$ cat config.mk
export PLATFORM = sky130hd
export DESIGN_NAME = jtag_l2_tap
export DESIGN_NICKNAME = d
export VERILOG_FILES = /design/src/rtl/jtag_l2_pkg.sv /design/src/rtl/jtag_l2_tap.sv
export SDC_FILE = /design/constraint.sdc
export NUM_CORES = 1
export LEC_CHECK = 0
export CAP_MARGIN = 40
export CORE_UTILIZATION = 35
export CTS_CLUSTER_DIAMETER = 50
export CTS_CLUSTER_SIZE = 24
export DETAILED_ROUTE_END_ITERATION = 8
export PLACE_DENSITY_LB_ADDON = 0.25
export SYNTH_ARGS = -nofsm -noshare
export SYNTH_HDL_FRONTEND = slang
export SYNTH_SLANG_ARGS = --single-unit
$ cat constraint.sdc
create_clock -name clk_i -period 3.8 [get_ports clk_i]
set_clock_uncertainty 0.05 [all_clocks]
set_input_delay 0.38 -clock clk_i [delete_from_list [all_inputs] [get_ports clk_i]]
set_output_delay 0.38 -clock clk_i [all_outputs]
set_load 0.03 [all_outputs]
$ cat src/rtl/jtag_l2_pkg.sv
// Shared definitions for the JTAG L2 test memory: IR opcodes, TAP states,
// MEMREG field layout and the default IDCODE.
// Pure declarations; no ports, no timing.
package jtag_l2_pkg;

   localparam int unsigned IR_WIDTH = 4;

   localparam logic [IR_WIDTH-1:0] IR_IDCODE  = 4'b0010;
   localparam logic [IR_WIDTH-1:0] IR_MEMREG  = 4'b0100;
   localparam logic [IR_WIDTH-1:0] IR_CONFREG = 4'b0110;
   localparam logic [IR_WIDTH-1:0] IR_BYPASS  = 4'b1111;
   // Fixed pattern seen on tdo during Shift-IR; the low "01" lets a probe
   // find the start of the IR chain.
   localparam logic [IR_WIDTH-1:0] IR_CAPTURE = 4'b0101;

   localparam logic [31:0] IDCODE_DEFAULT = 32'h1010_2001;

   // MEMREG: [31:0] data, [63:32] byte address, [64] write enable
   localparam int unsigned MEMREG_DATA_LSB = 0;
   localparam int unsigned MEMREG_ADDR_LSB = 32;
   localparam int unsigned MEMREG_WE_BIT   = 64;
   localparam int unsigned MEMREG_WIDTH    = 65;

   typedef struct packed {
      logic        we;
      logic [31:0] addr;
      logic [31:0] data;
   } memreg_t;

   // Test-Logic-Reset is encoded as zero so an unreset state register
   // powers up in the reset state in practice.
   typedef enum logic [3:0] {
      TAP_TLR        = 4'd0,
      TAP_RTI        = 4'd1,
      TAP_SEL_DR     = 4'd2,
      TAP_CAP_DR     = 4'd3,
      TAP_SHIFT_DR   = 4'd4,
      TAP_EX1_DR     = 4'd5,
      TAP_PAUSE_DR   = 4'd6,
      TAP_EX2_DR     = 4'd7,
      TAP_UPD_DR     = 4'd8,
      TAP_SEL_IR     = 4'd9,
      TAP_CAP_IR     = 4'd10,
      TAP_SHIFT_IR   = 4'd11,
      TAP_EX1_IR     = 4'd12,
      TAP_PAUSE_IR   = 4'd13,
      TAP_EX2_IR     = 4'd14,
      TAP_UPD_IR     = 4'd15
   } tap_state_e;

   typedef enum logic [1:0] {
      DR_BYPASS  = 2'd0,
      DR_IDCODE  = 2'd1,
      DR_MEMREG  = 2'd2,
      DR_CONFREG = 2'd3
   } dr_sel_e;

   // Undefined opcodes fall back to the 1-bit bypass register.
   function automatic dr_sel_e decode_ir(input logic [IR_WIDTH-1:0] ir);
      dr_sel_e sel;
      case (ir)
         IR_IDCODE:  sel = DR_IDCODE;
         IR_MEMREG:  sel = DR_MEMREG;
         IR_CONFREG: sel = DR_CONFREG;
         default:    sel = DR_BYPASS;
      endcase
      return sel;
   endfunction

endpackage

$ cat src/rtl/jtag_l2_tap.sv
// IEEE 1149.1 TAP controller oversampled in clk_i: pin synchronizers, 16-state FSM, IR, tdo.
// Latency: FSM acts 3 clk_i after a tck edge reaches the pins; no backpressure (tck paced by the probe).
// Ports: clk_i/rst_i system; jtag_* pins; dr_tdo_i LSB of selected DR; tdi_o, tlr_o, *_dr_o strobes, ir_o to the DR side.
module jtag_l2_tap
   import jtag_l2_pkg::*;
(
   input  logic                clk_i,
   input  logic                rst_i,
   input  logic                jtag_tck_i,
   input  logic                jtag_trst_ni,
   input  logic                jtag_tms_i,
   input  logic                jtag_tdi_i,
   input  logic                dr_tdo_i,
   output logic                jtag_tdo_o,
   output logic                tdi_o,
   output logic                tlr_o,
   output logic                capture_dr_o,
   output logic                shift_dr_o,
   output logic                update_dr_o,
   output logic [IR_WIDTH-1:0] ir_o
);

   // [0],[1] synchronize, [2] is the previous synchronized tck for edge detect
   logic [2:0] tck_q;
   logic [1:0] tms_q;
   logic [1:0] tdi_q;
   logic [1:0] trst_q;

   always_ff @(posedge clk_i) begin
      tck_q  <= {tck_q[1:0], jtag_tck_i};
      tms_q  <= {tms_q[0], jtag_tms_i};
      tdi_q  <= {tdi_q[0], jtag_tdi_i};
      trst_q <= {trst_q[0], jtag_trst_ni};
   end

   logic tck_rise, tck_fall, tms_s, tdi_s, trst_ns;
   assign tck_rise = tck_q[1] & ~tck_q[2];
   assign tck_fall = ~tck_q[1] & tck_q[2];
   assign tms_s    = tms_q[1];
   assign tdi_s    = tdi_q[1];
   assign trst_ns  = trst_q[1];

   tap_state_e state_q, state_d;

   always_ff @(posedge clk_i) begin
      state_q <= state_d;
   end

   always_comb begin
      state_d = state_q;
      if (!trst_ns) begin
         state_d = TAP_TLR;
      end else if (tck_rise) begin
         case (state_q)
            TAP_TLR:      state_d = tms_s ? TAP_TLR    : TAP_RTI;
            TAP_RTI:      state_d = tms_s ? TAP_SEL_DR : TAP_RTI;
            TAP_SEL_DR:   state_d = tms_s ? TAP_SEL_IR : TAP_CAP_DR;
            TAP_CAP_DR:   state_d = tms_s ? TAP_EX1_DR : TAP_SHIFT_DR;
            TAP_SHIFT_DR: state_d = tms_s ? TAP_EX1_DR : TAP_SHIFT_DR;
            TAP_EX1_DR:   state_d = tms_s ? TAP_UPD_DR : TAP_PAUSE_DR;
            TAP_PAUSE_DR: state_d = tms_s ? TAP_EX2_DR : TAP_PAUSE_DR;
            TAP_EX2_DR:   state_d = tms_s ? TAP_UPD_DR : TAP_SHIFT_DR;
            TAP_UPD_DR:   state_d = tms_s ? TAP_SEL_DR : TAP_RTI;
            TAP_SEL_IR:   state_d = tms_s ? TAP_TLR    : TAP_CAP_IR;
            TAP_CAP_IR:   state_d = tms_s ? TAP_EX1_IR : TAP_SHIFT_IR;
            TAP_SHIFT_IR: state_d = tms_s ? TAP_EX1_IR : TAP_SHIFT_IR;
            TAP_EX1_IR:   state_d = tms_s ? TAP_UPD_IR : TAP_PAUSE_IR;
            TAP_PAUSE_IR: state_d = tms_s ? TAP_EX2_IR : TAP_PAUSE_IR;
            TAP_EX2_IR:   state_d = tms_s ? TAP_UPD_IR : TAP_SHIFT_IR;
            TAP_UPD_IR:   state_d = tms_s ? TAP_SEL_DR : TAP_RTI;
            default:      state_d = TAP_TLR;
         endcase
      end
   end

   // Capture/Update act on state entry; Shift acts on every rise taken
   // while sitting in Shift, which includes the rise that leaves it.
   logic cap_ir, shift_ir, upd_ir;
   assign cap_ir       = tck_rise & (state_d == TAP_CAP_IR);
   assign shift_ir     = tck_rise & (state_q == TAP_SHIFT_IR);
   assign upd_ir       = tck_rise & (state_d == TAP_UPD_IR);
   assign capture_dr_o = tck_rise & (state_d == TAP_CAP_DR);
   assign shift_dr_o   = tck_rise & (state_q == TAP_SHIFT_DR);
   assign update_dr_o  = tck_rise & (state_d == TAP_UPD_DR);
   assign tlr_o        = (state_q == TAP_TLR) | ~trst_ns;
   assign tdi_o        = tdi_s;

   logic [IR_WIDTH-1:0] ir_q, ir_sr_q;

   always_ff @(posedge clk_i) begin
      if (tlr_o) begin
         ir_q <= IR_IDCODE;
      end else if (upd_ir) begin
         ir_q <= ir_sr_q;
      end
      if (cap_ir) begin
         ir_sr_q <= IR_CAPTURE;
      end else if (shift_ir) begin
         ir_sr_q <= {tdi_s, ir_sr_q[IR_WIDTH-1:1]};
      end
   end

   assign ir_o = ir_q;

   // tdo changes on the falling tck so it is stable at the probe's next rise
   logic tdo_q;

   always_ff @(posedge clk_i) begin
      if (rst_i) begin
         tdo_q <= 1'b0;
      end else if (tck_fall) begin
         case (state_q)
            TAP_SHIFT_IR: tdo_q <= ir_sr_q[0];
            TAP_SHIFT_DR: tdo_q <= dr_tdo_i;
            default:      tdo_q <= 1'b0;
         endcase
      end
   end

   assign jtag_tdo_o = tdo_q;

endmodule

## After elaboration in Yosys (flattened, before gate mapping)

Cells that the tools add are included.

| cells by class | value |
|---|---|
| order comparisons | 0 |
| equal/unequal tests | 19 |
| bitwise gates (word level) | 12 |
| add/subtract/negate cells | 0 |
| div/mod/pow operators | 0 |
| multiplexer cells | 16 |
| shift-type cells | 0 |
| multiply operators | 0 |
| reduce and logical (&&, ||, !) cells | 4 |

Operators with widths:

| operator | count |
|---|---|
| $pmux W4 S12 | 1 |
| $eq A4 B4 Y1 const B | 11 |
| $mux W4 | 6 |
| $eq A4 B3 Y1 const B | 4 |
| $eq A4 B2 Y1 const B | 3 |
| $and A1 B1 Y1 | 8 |
| $mux W2 | 3 |
| $mux W3 | 2 |
| $eq A4 B1 Y1 const B | 1 |
| $logic_not A4 Y1 | 1 |
| $reduce_or A2 Y1 | 2 |
| $mux W1 | 3 |
| $not A1 Y1 | 3 |
| $reduce_or A3 Y1 | 1 |
| $pmux W1 S2 | 1 |
| $or A1 B1 Y1 | 1 |

| word-level totals | value |
|---|---|
| input port bits | 7 |
| bits in read-only memories | 0 |
| latch bits | 0 |
| memories | 0 |
| flip-flop bits (word level) | 22 |
| output and inout port bits | 10 |
| logic and storage cells | 59 |
| memory bits (writable) | 0 |

## Longest topological paths before layout

Gate-level depths: netlist of the first run.

| logic depth | value |
|---|---|
| word-level depth | 7 |
| depth in mapped cells | 6 |
| mapped depth without buffers | 4 |

## Worst setup path after synthesis of the first run

No wires, ideal clock.

| path | value |
|---|---|
| path kind | register to output |
| from | register state_q[3] |
| to | output port update_dr_o |
| stages on the path, launching flop included | 6 |
| arrival time | 1572 ps |
| required time | 3370 ps |
| buffers on the path | 1 |
| path slack | 1798 ps |
| path through | dfxtp_1 -> buf_4 -> nor3b_2 -> o211ai_2 -> nand3_2 -> nor4_2 |

| on the way | value |
|---|---|
| word-level cells in the longest chain between the ends | 7 |
| elaborated cells on any way between the ends | 24 |
| those cells by class | eq/ne: 16; mux: 3; bitwise: 1; reduce/logical: 4 |

RTL lines:

| item | RTL line | text |
|---|---|---|
| from (decl) | jtag_l2_tap.sv:43 | `tap_state_e state_q, state_d;` |
| from (signal assigned) | jtag_l2_tap.sv:46 | `state_q <= state_d;` |
| $eq A4 B4 Y1 (tied with other cells) | jtag_l2_tap.sv:54 | `case (state_q)` |
| $reduce_or A3 Y1 (no line) / $reduce_or A2 Y1 (equally long branches) | - |  |
| $pmux W4 S12 | jtag_l2_tap.sv:54 |  |
| $mux W4 * | jtag_l2_tap.sv:53 | `end else if (tck_rise) begin` |
| $mux W4 * | jtag_l2_tap.sv:51 | `if (!trst_ns) begin` |
| $eq A4 B4 Y1 * | jtag_l2_tap.sv:84 | `assign update_dr_o = tck_rise & (state_d == TAP_UPD_DR);` |
| $and A1 B1 Y1 * | jtag_l2_tap.sv:84 |  |
| to (decl) | jtag_l2_tap.sv:19 | `output logic update_dr_o,` |

Every way passes the cells marked *; elsewhere a longest branch is shown, timed or not.

## Worst setup path in the final report of the first run

| path | value |
|---|---|
| from | register tck_q[1] |
| to | output port capture_dr_o |

| on the way | value |
|---|---|
| word-level cells in the longest chain between the ends | 5 |

RTL lines:

| item | RTL line | text |
|---|---|---|
| from (decl) | jtag_l2_tap.sv:24 | `logic [2:0] tck_q;` |
| from (signal assigned) | jtag_l2_tap.sv:30 | `tck_q <= {tck_q[1:0], jtag_tck_i};` |
| $and A1 B1 Y1 * | jtag_l2_tap.sv:37 | `assign tck_rise = tck_q[1] & ~tck_q[2];` |
| $mux W4 | jtag_l2_tap.sv:53 |  |
| $mux W4 | jtag_l2_tap.sv:51 |  |
| $eq A4 B2 Y1 | jtag_l2_tap.sv:82 | `assign capture_dr_o = tck_rise & (state_d == TAP_CAP_DR);` |
| $and A1 B1 Y1 * | jtag_l2_tap.sv:82 |  |
| to (decl) | jtag_l2_tap.sv:17 | `output logic capture_dr_o,` |

Marks and branches as above.

==> flow_summary.ini, run 1 <==
[synthesis]
synth_mux_area_share_pct = 7.22
synth-seq-area-share_pct = 39.7
synthAdderAreaFrac_pct = 0
synthArstFlopShare_pct = 0
synth_flop_cell = dfxtp_1
synth_top_family_by_area = simple AND/OR/NAND/NOR gates
yosysWarningCount = 0
synthMostInstantiatedCell = dfxtp_1
synth-seq-cells = 22
synth_area_leaders = dfxtp_1 40%, mux2i_1 7.2%, nor2b_1 4.5%, nor2_1 3.4%, a21oi_1 2.7%
syn_nets = 124
yosys.area.top_type_share_pct = 39.7
synth.distinct_cells = 45
synth_edf_count = 0
synth_commonest_cells = 22 x dfxtp_1, 10 x nor2_1, 8 x mux2i_1, 8 x nor2b_1, 6 x a21oi_1
synthSimpleGateAreaFrac_pct = 25.1
syn_inst = 117
synth_largest_area_cell = dfxtp_1
synth_compound_area_share_pct = 22.5
syn_area_mm2 = 0.00111
synth_xor_xnor_area_share_pct = 0
synth_area_per_cell_um2 = 9.47

[timing]
slew_headroom_pct = 57.4
fin_tns_setup_ps = 0
min_period_ps = 3030
setup_viol = 0
clock.fmax_ghz = 0.330
rsz0062_at_grt = no
slew_viol_final = 0
post-route-period-util_pct = 79.9
worst_pin_slew_ps = 638
hold_viol = 0

[detailed_routing]
totalWireLength_um = 2320
vias = 906
drc = 0
routedWlPerCell_um = 13.4
drtPass1Iterations = 4
drt_iter0_markers = 36
via_per_inst = 5.24
drtAntennaViolNets = 0

[worst_setup_path]
r2r_slack_ps = 1960
start_kind = flip-flop
cp-end-kind = output port
crit_fanout = 11
critPathMaxStageDelay_ps = 670
critPathTopFamily = simple AND/OR/NAND/NOR gates
cp.arrival_ps = 2600
slowest_stage = clkdlybuf4s50_1
cp.depth = 4
r2r_cells = 4
crit_chain = nor2b_1 > and4_1 > o311a_1 > clkdlybuf4s50_1
setup.worst_path.class = flip-flop to output port
crit_buf_inv = 1
cp.required_ps = 3370

[cells_and_area]
area_growth_pct = 19.6
stdcell_area_mm2 = 0.00133
layout-drive-gt1-share_pct = 9.30
num-fill-cells = 303
final_nets = 137
n_antenna_cell = 0

[clock_network]
post_cts_buffers = 0
cts_hold_buf = 0
cts.clk_slew.worst_paths_ps = 110
ctsResizeCount = 0
htreeDepth = 1
cts_buffers = 3
cts-root-buf = clkbuf_4
clock_sinks = 22
clkLatencyLatePin_ps = 310
cts_tree = built
cts_buffer_depth = 2

[die]
pin_count = 17
die_area_mm2 = 0.00340
rows = 20
core_mm2 = 0.00303
die_width_um = 58.3
die_y_um = 58.3
initial_core_util_pct = 36.6

[placed_design]
io_buffers = 16
dpl.hpwl_um = 1660
gp_congestion = 0.836
post_dp_cell_area_mm2 = 0.00127

[grt]
grt_first_pass_wirelength_um = 3840
grt_pass1_vias = 846
overflow = 0
grt_max_degree = 19
antenna_found_initial = 0
grtUsageTotal_pct = 14.6

[pwr]
power_density_mw_per_mm2 = 351
p_leak_uw = 0.000451
ir_drop_v = 0.000136

[run]
cap_viol_max_count = 0

[worst_hold_path]
hold_path_depth = 0
hp-class = flip-flop to flip-flop

[run_status]
run_status = completed
## metal layers
layer	global-route usage (%)	routed length, µm
met3	2.90	65
met4	5.10	23
met1	20.7	1180
met5	0	0
met2	22.0	1050
## cells by family (layout without fill, tap and decap cells)
logic type	count (synthesis)	in the layout
AO/OA/AOI/OAI	33	33
buffers and inverters	11	23
flip-flops	22	22
multiplexers	8	8
AND/OR/NAND/NOR	43	43
## worst register-to-register path, stage by stage, from the launching register on
cell,delay [ps]
dfxtp_1,380
nor2b_1,550
and4_1,480
mux2i_1,230
nor2_1,60
## power by group
group | total (µW) | internal (µW) | switching (µW)
sequential | 249 | 238 | 11.4
clock | 179 | 107 | 71.9
combinational | 36.8 | 18.7 | 18.1
total | 465 | 363 | 101
## metrics by stage
| stage | setup WS [ps] | utilization, % | std cells | power, µW | hold WS, ps |
|---|---|---|---|---|---|
| 2_1_floorplan | 1800 | - | 117 | 277 | 260 |
| 3_3_place_gp | 1170 | 42.1 | 169 | 291 | 261 |
| 3_5_place_dp | 1140 | 42.1 | 169 | 291 | 262 |
| 4_1_cts | 768 | 43.8 | 173 | 471 | 292 |
| 5_1_grt | 657 | 43.8 | 173 | 484 | 299 |
| 6_report | 765 | 43.8 | 173 | 465 | 290 |
## layout by cell type (no fill, tap or decap), drive strengths merged, types with 2 or more instances in the layout
cell type and n:
a211o 2, a211oi 2, a21oi 6, and2 2
and3 2, clkbuf 3, clkdlybuf4s50 16, dfxtp 22
inv 3, mux2i 8, nand2 4, nand2b 2
nand3 3, nand3b 2, nor2 10, nor2b 9
nor4b 3, o211ai 2, o21ai 7
## area by class of cell
type,instances,area (µm²),area share (%)
Sequential cell,22,440,33.2
Tap cell,44,55.1,4.15
Inverter,3,11.3,0.849
Clock inverter,1,30.0,2.26
Multi-Input combinational cell,84,607,45.8
Clock buffer,3,22.5,1.70
Timing Repair Buffer,16,160,12.1
## final timing paths
kind / start / end
max: tck_q[1] / capture_dr_o
min: tms_q[0] / tms_q[1]
max reg2reg: tck_q[1] / ir_o[2]
min reg2reg: tms_q[0] / tms_q[1]
## sequential cells by signal (all words and copies together), names as in the netlist
register	count
tck_q	3
ir_o	4
tdi_q	2
state_q	4
tms_q	2
jtag_tdo_o	1
trst_q	2
ir_sr_q	4
(Power assumes the default switching activity.)
==> run 2, diff against run 1 <==
==> constraint.sdc (replaced) <==
create_clock -name clk_i -period 2.55 [get_ports clk_i]
set_clock_uncertainty 0.05 [all_clocks]
set_input_delay 0.255 -clock clk_i [delete_from_list [all_inputs] [get_ports clk_i]]
set_output_delay 0.255 -clock clk_i [all_outputs]
set_load 0.03 [all_outputs]
==> flow_summary.ini, run 2 (synthesis results as in run 1) <==
[timing]
hold_viol = 0
setup_viol = 0
worst_pin_slew_ps = 530
clock.fmax_ghz = 0.421
slew_headroom_pct = 64.3
min_period_ps = 2370
slew_viol_final = 0
fin_hold_ws_ps = 283
fin_tns_setup_ps = 0
rsz0062_at_grt = no
post-route-period-util_pct = 93.0
fin_ws_ps = 177

[placed_design]
dpl.hpwl_um = 1680
post_dp_cell_area_mm2 = 0.00133
place_ws_ps = 111
gp_congestion = 0.836
io_buffers = 16

[cells_and_area]
layout-drive-gt1-share_pct = 18.4
area_growth_pct = 25.5
stdcell_area_mm2 = 0.00139
num-fill-cells = 290
final_nets = 144
final_common_cell = dfxtp_1
utilization_pct = 46.0
n_antenna_cell = 0
final_cell_mix = 17 x dfxtp_1, 14 x clkdlybuf4s50_1, 10 x nor2_1

[die]
initial_core_util_pct = 36.6
die_width_um = 58.3
die_area_mm2 = 0.00340
rows = 20
core_mm2 = 0.00303
pin_count = 17
die_y_um = 58.3

[run]
cap_viol_max_count = 0

[grt]
overflow = 0
grtUsageTotal_pct = 15.2
grt_first_pass_wirelength_um = 3990
antenna_found_initial = 0
grt_max_degree = 18
grt_pass1_vias = 844

[detailed_routing]
drt_iter0_markers = 50
vias = 927
drtAntennaViolNets = 0
via_per_inst = 5.15
drc = 0
routedWlPerCell_um = 12.5
totalWireLength_um = 2250
drtPass1Iterations = 4

[clock_network]
cts_hold_buf = 0
htreeDepth = 1
clock_sinks = 22
cts-root-buf = clkbuf_4
cts.clk_slew.worst_paths_ps = 120
cts_tree = built
cts_buffer_depth = 2
clkLatencyLatePin_ps = 300
cts_buffers = 3
post_cts_buffers = 0

[worst_hold_path]
hp-class = flip-flop to flip-flop

[worst_setup_path]
cp-end-kind = output port
crit_fanout = 15
start_kind = flip-flop
cp.required_ps = 2250
setup.worst_path.class = flip-flop to output port
cp.arrival_ps = 2070

[pwr]
ir_drop_v = 0.000260
power_density_mw_per_mm2 = 499
p_leak_uw = 0.000513

[run_status]
run_status = completed
run 2: metrics by stage:
| stage | power [µW] | cells |
|---|---|---|
| 4_1_cts | 705 | 180 |
| 3_3_place_gp | 437 | 176 |
| 5_1_grt | 725 | 180 |
| 6_report | 694 | 180 |
| 2_1_floorplan | 413 | 117 |
| 3_5_place_dp | 437 | 176 |
run 2: path summary, 6_finish.rpt:
path / slack, ps / to / start / depth (start not counted)
worst max-delay path: 180 / tlr_o / state_q[0] / 2
worst min-delay path: 280 / tms_q[1] / tms_q[0] / 0
worst max register to register: 1000 / ir_o[1] / state_q[3] / 5
worst min register to register: 280 / tms_q[1] / tms_q[0] / 0
run 2: cell type report:
class                      instances  area [µm²]  share of cell area (%)
clock buffer                       3        22.5                    1.62
inverter                           3        11.3                   0.809
multi-input combinational         84         609                    43.8
sequential                        22         449                    32.3
tap                               44        55.1                    3.96
clock inverter                     1        30.0                    2.16
timing repair buffer              23         214                    15.4
run 2: timing repair:
action	in CTS	in global routing
gates resized for setup	8	1
endpoints found under the setup margin	2	1
endpoints found under the hold margin	0	0
run 2: critical path, cell delays in order, from the launching register on:
cell,delay (ps)
dfxtp_2,420
o41ai_2,570
clkdlybuf4s50_1,770
run 2: power breakdown:
group          internal, µW  total [µW]  switching (µW)
Combinational          31.0        59.4            28.4
Sequential              355         371            16.0
Clock                   159         264             105
run 2: layer usage:
metal / vias up / part of all wire (%) / global-route usage [%]
li1: 475 / - / -
met1: 429 / 52 / 24.2
met2: 21 / 43 / 20.9
met3: 2 / 4.0 / 2.23
met4: 0 / 0.44 / 4.08
met5: - / 0 / 0
